$ cat src/rtl/pcpu_branch_predictor_if.sv
// Fetch/decode-side bundle for the branch predictor: IF lookup, ID update and perf counters.
// The core drives through the master modport; the predictor sits on the slave modport.
interface pcpu_branch_predictor_if #(
  parameter int XLEN   = 32,
  parameter int PERF_W = 32
);
  logic              pred_en;
  logic [XLEN-1:0]   lk_pc;
  logic              pred_hit;
  logic              pred_taken;
  logic [XLEN-1:0]   pred_target;
  logic              upd_valid;
  logic [XLEN-1:0]   upd_pc;
  logic              upd_uncond;
  logic              upd_taken;
  logic [XLEN-1:0]   upd_target;
  logic              upd_mispred;
  logic [PERF_W-1:0] perf_lookups;
  logic [PERF_W-1:0] perf_mispred;

  modport master (
    output pred_en, lk_pc, upd_valid, upd_pc, upd_uncond, upd_taken, upd_target, upd_mispred,
    input  pred_hit, pred_taken, pred_target, perf_lookups, perf_mispred
  );

  modport slave (
    input  pred_en, lk_pc, upd_valid, upd_pc, upd_uncond, upd_taken, upd_target, upd_mispred,
    output pred_hit, pred_taken, pred_target, perf_lookups, perf_mispred
  );
endinterface

$ cat src/rtl/pcpu_branch_predictor.sv
// Direct-mapped BTB with per-entry saturating counters and perf counters for the 5-stage RV32 core.
// Lookup is combinational from the registered table; updates land on the next rising edge.
module pcpu_branch_predictor #(
  parameter int XLEN    = 32,
  parameter int ENTRIES = 16,
  parameter int CTR_W   = 2,
  parameter int PERF_W  = 32
) (
  input  logic                   clk,
  input  logic                   reset,
  pcpu_branch_predictor_if.slave bp
);
  localparam int IDX_W = $clog2(ENTRIES);
  localparam int TAG_W = XLEN - IDX_W - 2;

  localparam logic [CTR_W-1:0] CTR_MAX = {CTR_W{1'b1}};
  localparam logic [CTR_W-1:0] CTR_WT  = CTR_W'(1 << (CTR_W - 1));
  localparam logic [CTR_W-1:0] CTR_WNT = CTR_W'((1 << (CTR_W - 1)) - 1);

  logic             valid_q  [ENTRIES];
  logic             valid_d  [ENTRIES];
  logic [TAG_W-1:0] tag_q    [ENTRIES];
  logic [TAG_W-1:0] tag_d    [ENTRIES];
  logic [XLEN-1:0]  target_q [ENTRIES];
  logic [XLEN-1:0]  target_d [ENTRIES];
  logic [CTR_W-1:0] ctr_q    [ENTRIES];
  logic [CTR_W-1:0] ctr_d    [ENTRIES];

  logic [PERF_W-1:0] lookups_q, lookups_d;
  logic [PERF_W-1:0] mispred_q, mispred_d;

  logic [IDX_W-1:0] lk_idx_s, upd_idx_s;
  logic [TAG_W-1:0] lk_tag_s, upd_tag_s;
  logic             lk_hit_s, upd_hit_s;
  logic             unused_pc_bits_s;

  function automatic logic [CTR_W-1:0] sat_inc(input logic [CTR_W-1:0] c);
    if (c == CTR_MAX) return c;
    else              return c + CTR_W'(1);
  endfunction

  function automatic logic [CTR_W-1:0] sat_dec(input logic [CTR_W-1:0] c);
    if (c == {CTR_W{1'b0}}) return c;
    else                    return c - CTR_W'(1);
  endfunction

  assign lk_idx_s         = bp.lk_pc[IDX_W+1:2];
  assign lk_tag_s         = bp.lk_pc[XLEN-1:IDX_W+2];
  assign upd_idx_s        = bp.upd_pc[IDX_W+1:2];
  assign upd_tag_s        = bp.upd_pc[XLEN-1:IDX_W+2];
  assign unused_pc_bits_s = ^bp.upd_pc[1:0];

  // Lookup path: reads only the registered table, so a same-cycle update is not bypassed.
  always_comb begin
    lk_hit_s       = valid_q[lk_idx_s] && (tag_q[lk_idx_s] == lk_tag_s);
    bp.pred_hit    = lk_hit_s;
    bp.pred_taken  = bp.pred_en && lk_hit_s && ctr_q[lk_idx_s][CTR_W-1];
    if (bp.pred_taken) begin
      bp.pred_target = target_q[lk_idx_s];
    end else begin
      bp.pred_target = bp.lk_pc + XLEN'(4);
    end
  end

  // Table next-state: reset clears valids and parks counters at weakly-not-taken.
  always_comb begin
    valid_d   = valid_q;
    tag_d     = tag_q;
    target_d  = target_q;
    ctr_d     = ctr_q;
    upd_hit_s = valid_q[upd_idx_s] && (tag_q[upd_idx_s] == upd_tag_s);
    if (reset) begin
      for (int i = 0; i < ENTRIES; i++) begin
        valid_d[i] = 1'b0;
        ctr_d[i]   = CTR_WNT;
      end
    end else if (bp.upd_valid) begin
      if (upd_hit_s) begin
        if (bp.upd_uncond) begin
          ctr_d[upd_idx_s]    = CTR_MAX;
          target_d[upd_idx_s] = bp.upd_target;
        end else if (bp.upd_taken) begin
          ctr_d[upd_idx_s]    = sat_inc(ctr_q[upd_idx_s]);
          target_d[upd_idx_s] = bp.upd_target;
        end else begin
          ctr_d[upd_idx_s]    = sat_dec(ctr_q[upd_idx_s]);
        end
      end else if (bp.upd_uncond || bp.upd_taken) begin
        // Miss on a taken transfer allocates, silently evicting any aliasing entry.
        valid_d[upd_idx_s]  = 1'b1;
        tag_d[upd_idx_s]    = upd_tag_s;
        target_d[upd_idx_s] = bp.upd_target;
        ctr_d[upd_idx_s]    = bp.upd_uncond ? CTR_MAX : CTR_WT;
      end else begin
        valid_d[upd_idx_s]  = valid_q[upd_idx_s];
      end
    end else begin
      valid_d = valid_q;
    end
  end

  // Perf counter next-state; both wrap naturally at 2^PERF_W.
  always_comb begin
    if (reset) begin
      lookups_d = {PERF_W{1'b0}};
      mispred_d = {PERF_W{1'b0}};
    end else begin
      lookups_d = lookups_q + PERF_W'(bp.upd_valid);
      mispred_d = mispred_q + PERF_W'(bp.upd_valid & bp.upd_mispred);
    end
  end

  // State registers.
  always_ff @(posedge clk) begin
    valid_q   <= valid_d;
    tag_q     <= tag_d;
    target_q  <= target_d;
    ctr_q     <= ctr_d;
    lookups_q <= lookups_d;
    mispred_q <= mispred_d;
  end

  assign bp.perf_lookups = lookups_q;
  assign bp.perf_mispred = mispred_q;
endmodule
$ cat src/flat_wrapper.sv
// flat-port wrapper written by rule: the top's interface ports become plain ports
module pcpu_branch_predictor_flat 
#(
  parameter int XLEN    = 32,
  parameter int ENTRIES = 16,
  parameter int CTR_W   = 2,
  parameter int PERF_W  = 32
)
  (clk, reset, bp_pred_en, bp_lk_pc, bp_upd_valid, bp_upd_pc, bp_upd_uncond, bp_upd_taken, bp_upd_target, bp_upd_mispred, bp_pred_hit, bp_pred_taken, bp_pred_target, bp_perf_lookups, bp_perf_mispred);
  pcpu_branch_predictor_if #(.XLEN(XLEN), .PERF_W(PERF_W)) bp_i ();
  input  logic clk;
  input  logic reset;
  input wire logic [$bits(bp_i.pred_en)-1:0] bp_pred_en;
  input wire logic [$bits(bp_i.lk_pc)-1:0] bp_lk_pc;
  input wire logic [$bits(bp_i.upd_valid)-1:0] bp_upd_valid;
  input wire logic [$bits(bp_i.upd_pc)-1:0] bp_upd_pc;
  input wire logic [$bits(bp_i.upd_uncond)-1:0] bp_upd_uncond;
  input wire logic [$bits(bp_i.upd_taken)-1:0] bp_upd_taken;
  input wire logic [$bits(bp_i.upd_target)-1:0] bp_upd_target;
  input wire logic [$bits(bp_i.upd_mispred)-1:0] bp_upd_mispred;
  output wire logic [$bits(bp_i.pred_hit)-1:0] bp_pred_hit;
  output wire logic [$bits(bp_i.pred_taken)-1:0] bp_pred_taken;
  output wire logic [$bits(bp_i.pred_target)-1:0] bp_pred_target;
  output wire logic [$bits(bp_i.perf_lookups)-1:0] bp_perf_lookups;
  output wire logic [$bits(bp_i.perf_mispred)-1:0] bp_perf_mispred;
  assign bp_i.pred_en = bp_pred_en;
  assign bp_i.lk_pc = bp_lk_pc;
  assign bp_i.upd_valid = bp_upd_valid;
  assign bp_i.upd_pc = bp_upd_pc;
  assign bp_i.upd_uncond = bp_upd_uncond;
  assign bp_i.upd_taken = bp_upd_taken;
  assign bp_i.upd_target = bp_upd_target;
  assign bp_i.upd_mispred = bp_upd_mispred;
  assign bp_pred_hit = bp_i.pred_hit;
  assign bp_pred_taken = bp_i.pred_taken;
  assign bp_pred_target = bp_i.pred_target;
  assign bp_perf_lookups = bp_i.perf_lookups;
  assign bp_perf_mispred = bp_i.perf_mispred;
  pcpu_branch_predictor #(.XLEN(XLEN), .ENTRIES(ENTRIES), .CTR_W(CTR_W), .PERF_W(PERF_W)) u_core (.clk(clk), .reset(reset), .bp(bp_i));
endmodule
$ cat config.mk
export PLATFORM = sky130hd
export DESIGN_NAME = pcpu_branch_predictor_flat
export DESIGN_NICKNAME = d
export VERILOG_FILES = /design/src/rtl/pcpu_branch_predictor_if.sv /design/src/rtl/pcpu_branch_predictor.sv /design/src/flat_wrapper.sv
export SDC_FILE = /design/constraint.sdc
export NUM_CORES = 2
export LEC_CHECK = 0
export CORE_MARGIN = 2
export CORE_UTILIZATION = 25
export CTS_CLUSTER_DIAMETER = 50
export DETAILED_ROUTE_END_ITERATION = 8
export SETUP_SLACK_MARGIN = 0.15
export SYNTH_ARGS = -nofsm -noshare
export SYNTH_HDL_FRONTEND = slang
export SYNTH_SLANG_ARGS = --single-unit
$ cat constraint.sdc
create_clock -name clk -period 5.9 [get_ports clk]
set_clock_uncertainty 0.15 [all_clocks]
set_input_delay 0.59 -clock clk [delete_from_list [all_inputs] [get_ports clk]]
set_output_delay 0.59 -clock clk [all_outputs]
set_load 0.05 [all_outputs]
==> metrics <==
CP required=just over 5 ns; 1st-pass router iterations=5; Post-Route WL=around 130 mm; Die Ht=about 430 um; Max VDD drop=about 0.27 mV; grt ovf=0; antenna violations before repair=19; worst slew pin tran=1.09 ns; Area Growth Syn to Fin=19.4%; Post-Syn Area=about 46,000 um2; initial core utilization=25.2%; Worst Path Arrival=between 4 and 5 ns; DP HPWL=around 83 mm; Worst Hold Path EP=u_core.bp.perf_lookups[7]; Slew Limit Fails=0; Post-synth EDFFs=about 930; ratio of cells with drive above 1 in the final layout=between 20% and 30%; CTS Buf Count=roughly 110; GRT met1 Usage=roughly 16%; Clock Latency Late Sink=0.76 ns; Gate Count Post-Synth=between 2,000 and 3,000; H-tree depth=3; CTS sink count=1,040; met2 usage=around a quarter; Seq cells post-synth=approximately 1,000; core area=~180,000 um2; Slew HR=27.3%; nets=a little under 3,000; GR peak layer=met2; area share of the largest cell type after synthesis=between 60% and 70%; post-synthesis cell type count=63; status=complete, no violations; Register-to-Register Path Depth=11; Die Wd=about 430 um; synth warn=0; Die ar.=188,000 um2; PortBufs=198; Worst Setup End Kind=output pin; cts hold-fix bufs=0; post_cts resized=0; WL/cell=between 20 and 25 um; setup_tns=0 ns; min cycle time layout=between 5 and 6 ns; Setup Buffers After CTS=0; Worst Path Max Fanout=35; worst r2r src=u_core.tag_q[384]; IO Pins=approximately 200; via/cell ratio=~4.7; CTS clock-pin slew for the worst setup and hold paths=~0.060 ns; synth top area cells=edfxtp_1 (60%), mux4_2 (18%), dfxtp_1 (4.9%), mux2i_1 (2.8%), xor2_1 (1.4%); gp weighted congestion=about 0.85; commonest cells in the netlist=edfxtp_1 (928), mux4_2 (368), mux2i_1 (127); Yosys top cell by area=edfxtp_1; vias in the first global route=25,858; synthesized net count=about 2,700; fin crit share=just under 90%; Seq/Total Area, Yosys=between 60% and 70%; CTS max path bufs=3; drt drc=0; most common cell in the netlist=edfxtp_1; met3 Use GR=just over 2%; final hold vios=0; Pleak=0.0171 uW; total number of vias=around 25,000; max-capacitance violation count=0; RSZ-0062 raised after global routing=false; R2R Setup Slk=~1.8 ns; CTS tree=built; gr usage total=a little over an eighth; kind of critical path=input pin to output pin; PwrDens=between 200 and 300 nW/um2; post-route ant nets=0; Rows=approximately 160; CP startpoint kind=input pin; first-pass GRT wire length=between 150 and 200 mm; slack of the critical path=around 0.66 ns; ys async rst share=0%; Root Driver=clkbuf_16; largest net degree at the start of global routing=69; Post-Syn Area per Cell=~18 um2; Max Fclk=~190 MHz; worst r2r dst=u_core.tag_q[257]; worst min path class=input pin to register; hold depth=2; pre-CTS setup slack=about 0.73 ns; drt first-iter violations=2,305; final setup fails=0; Hold Startpoint=reset; Most used DFF post-synth=edfxtp_1
==> cell families (layout without fill, tap and decap cells) <==
kind of cell	Yosys count	after routing	synth area share, %
buffers and inverters	188	532	2.18
AND/OR/NAND/NOR	465	465	5.06
XOR/XNOR	144	144	2.74
other	0	12	0
flip-flops	1040	1040	65.3
adder cells (fa/ha/maj)	6	6	0.160
AO/OA/AOI/OAI	188	188	2.93
multiplexers	530	530	21.6
==> state kept, by name, indices dropped and copies added (netlist names) <==
| signal | flops |
|---|---|
| u_core.target_q | 512 |
| u_core.tag_q | 416 |
| u_core.bp.perf_lookups | 32 |
| u_core.bp.perf_mispred | 32 |
| u_core.ctr_q | 32 |
| u_core.valid_q | 16 |
==> how the worst max path moves through the flow <==
| stage | endpoint | cells past startpoint | slack [ns] | startpoint |
|---|---|---|---|---|
| CTS | bp_pred_target[21] | 13 | 0.72 | bp_lk_pc[2] |
| detailed placement | bp_pred_target[21] | 13 | 0.73 | bp_lk_pc[2] |
| global route | bp_pred_target[21] | 13 | 0.50 | bp_lk_pc[2] |
| floorplan | bp_pred_taken | 11 | 0.74 | bp_lk_pc[2] |
| global placement | bp_pred_target[21] | 13 | 0.72 | bp_lk_pc[2] |
| finish | bp_pred_target[21] | 13 | 0.66 | bp_lk_pc[2] |
==> layout make-up <==
type,count,area [um2]
Clock inverter,84,781
Tap cell,2464,3080
Antenna cell,12,30.0
Timing Repair Buffer,296,2800
Fill cell,17972,128000
Inverter,26,97.6
Multi-Input combinational cell,1333,15300
Clock buffer,126,2860
Sequential cell,1040,30100
==> through the flow <==
stage | hold slack, ns | instances | instance area [um2] | total power (uW) | util [%]
after CTS | 0.150 | 5369 | 55000 | 16400 | 30.0
after floorplan | 0.316 | 2561 | 46100 | 9000 | -
final | 0.182 | 5381 | 55000 | 16200 | 30.0
after detailed placement | 0.339 | 5159 | 51300 | 9510 | 28.0
after global routing | 0.238 | 5377 | 55000 | 16700 | 30.0
after global placement | 0.328 | 5159 | 51300 | 9500 | 28.0
==> power by group <==
group	internal, uW	switching (uW)	leakage [uW]
combinational	503	727	0.00611
clock	3740	3140	0.00175
sequential	8080	25.4	0.00926
total	12300	3890	0.0171
==> worst max-delay path, stage by stage <==
cell and delay, ns:
buf_8 0.28, buf_12 0.33, buf_4 0.25, mux4_2 0.52
mux2i_1 0.14, a21oi_1 0.11, xor2_1 0.24, nor4_1 0.46
nand4_1 0.22, nor4bb_4 0.38, buf_12 0.25, mux2_1 0.38
buf_4 0.20
==> placed cells by master, fill, tap and decap left out, types with 18 or more instances in the layout <==
cell and count:
edfxtp_1 928, mux4_2 368, clkdlybuf4s50_1 154, mux2i_1 127, buf_4 121, nand2_1 113, clkbuf_16 112, dfxtp_1 112
nor2_1 86, xor2_1 73, xnor2_1 71, nand3_1 56, nor2b_1 37, nor2_4 32, mux2_1 29, nor3_1 28
inv_1 26, a21oi_1 26, a22oi_1 23, and3_1 22, clkinv_1 22, nand4_1 19, nor3b_1 18, a31oi_1 18
clkinv_2 18
==> metal layers <==
layer / share of wire (%) / routed length (um)
met3: 5.1 / 6720
met4: 5.8 / 7580
met5: 0.058 / 76
met2: 51 / 66600
met1: 38 / 50100
Note: power is estimated with default switching activity, not from simulation.
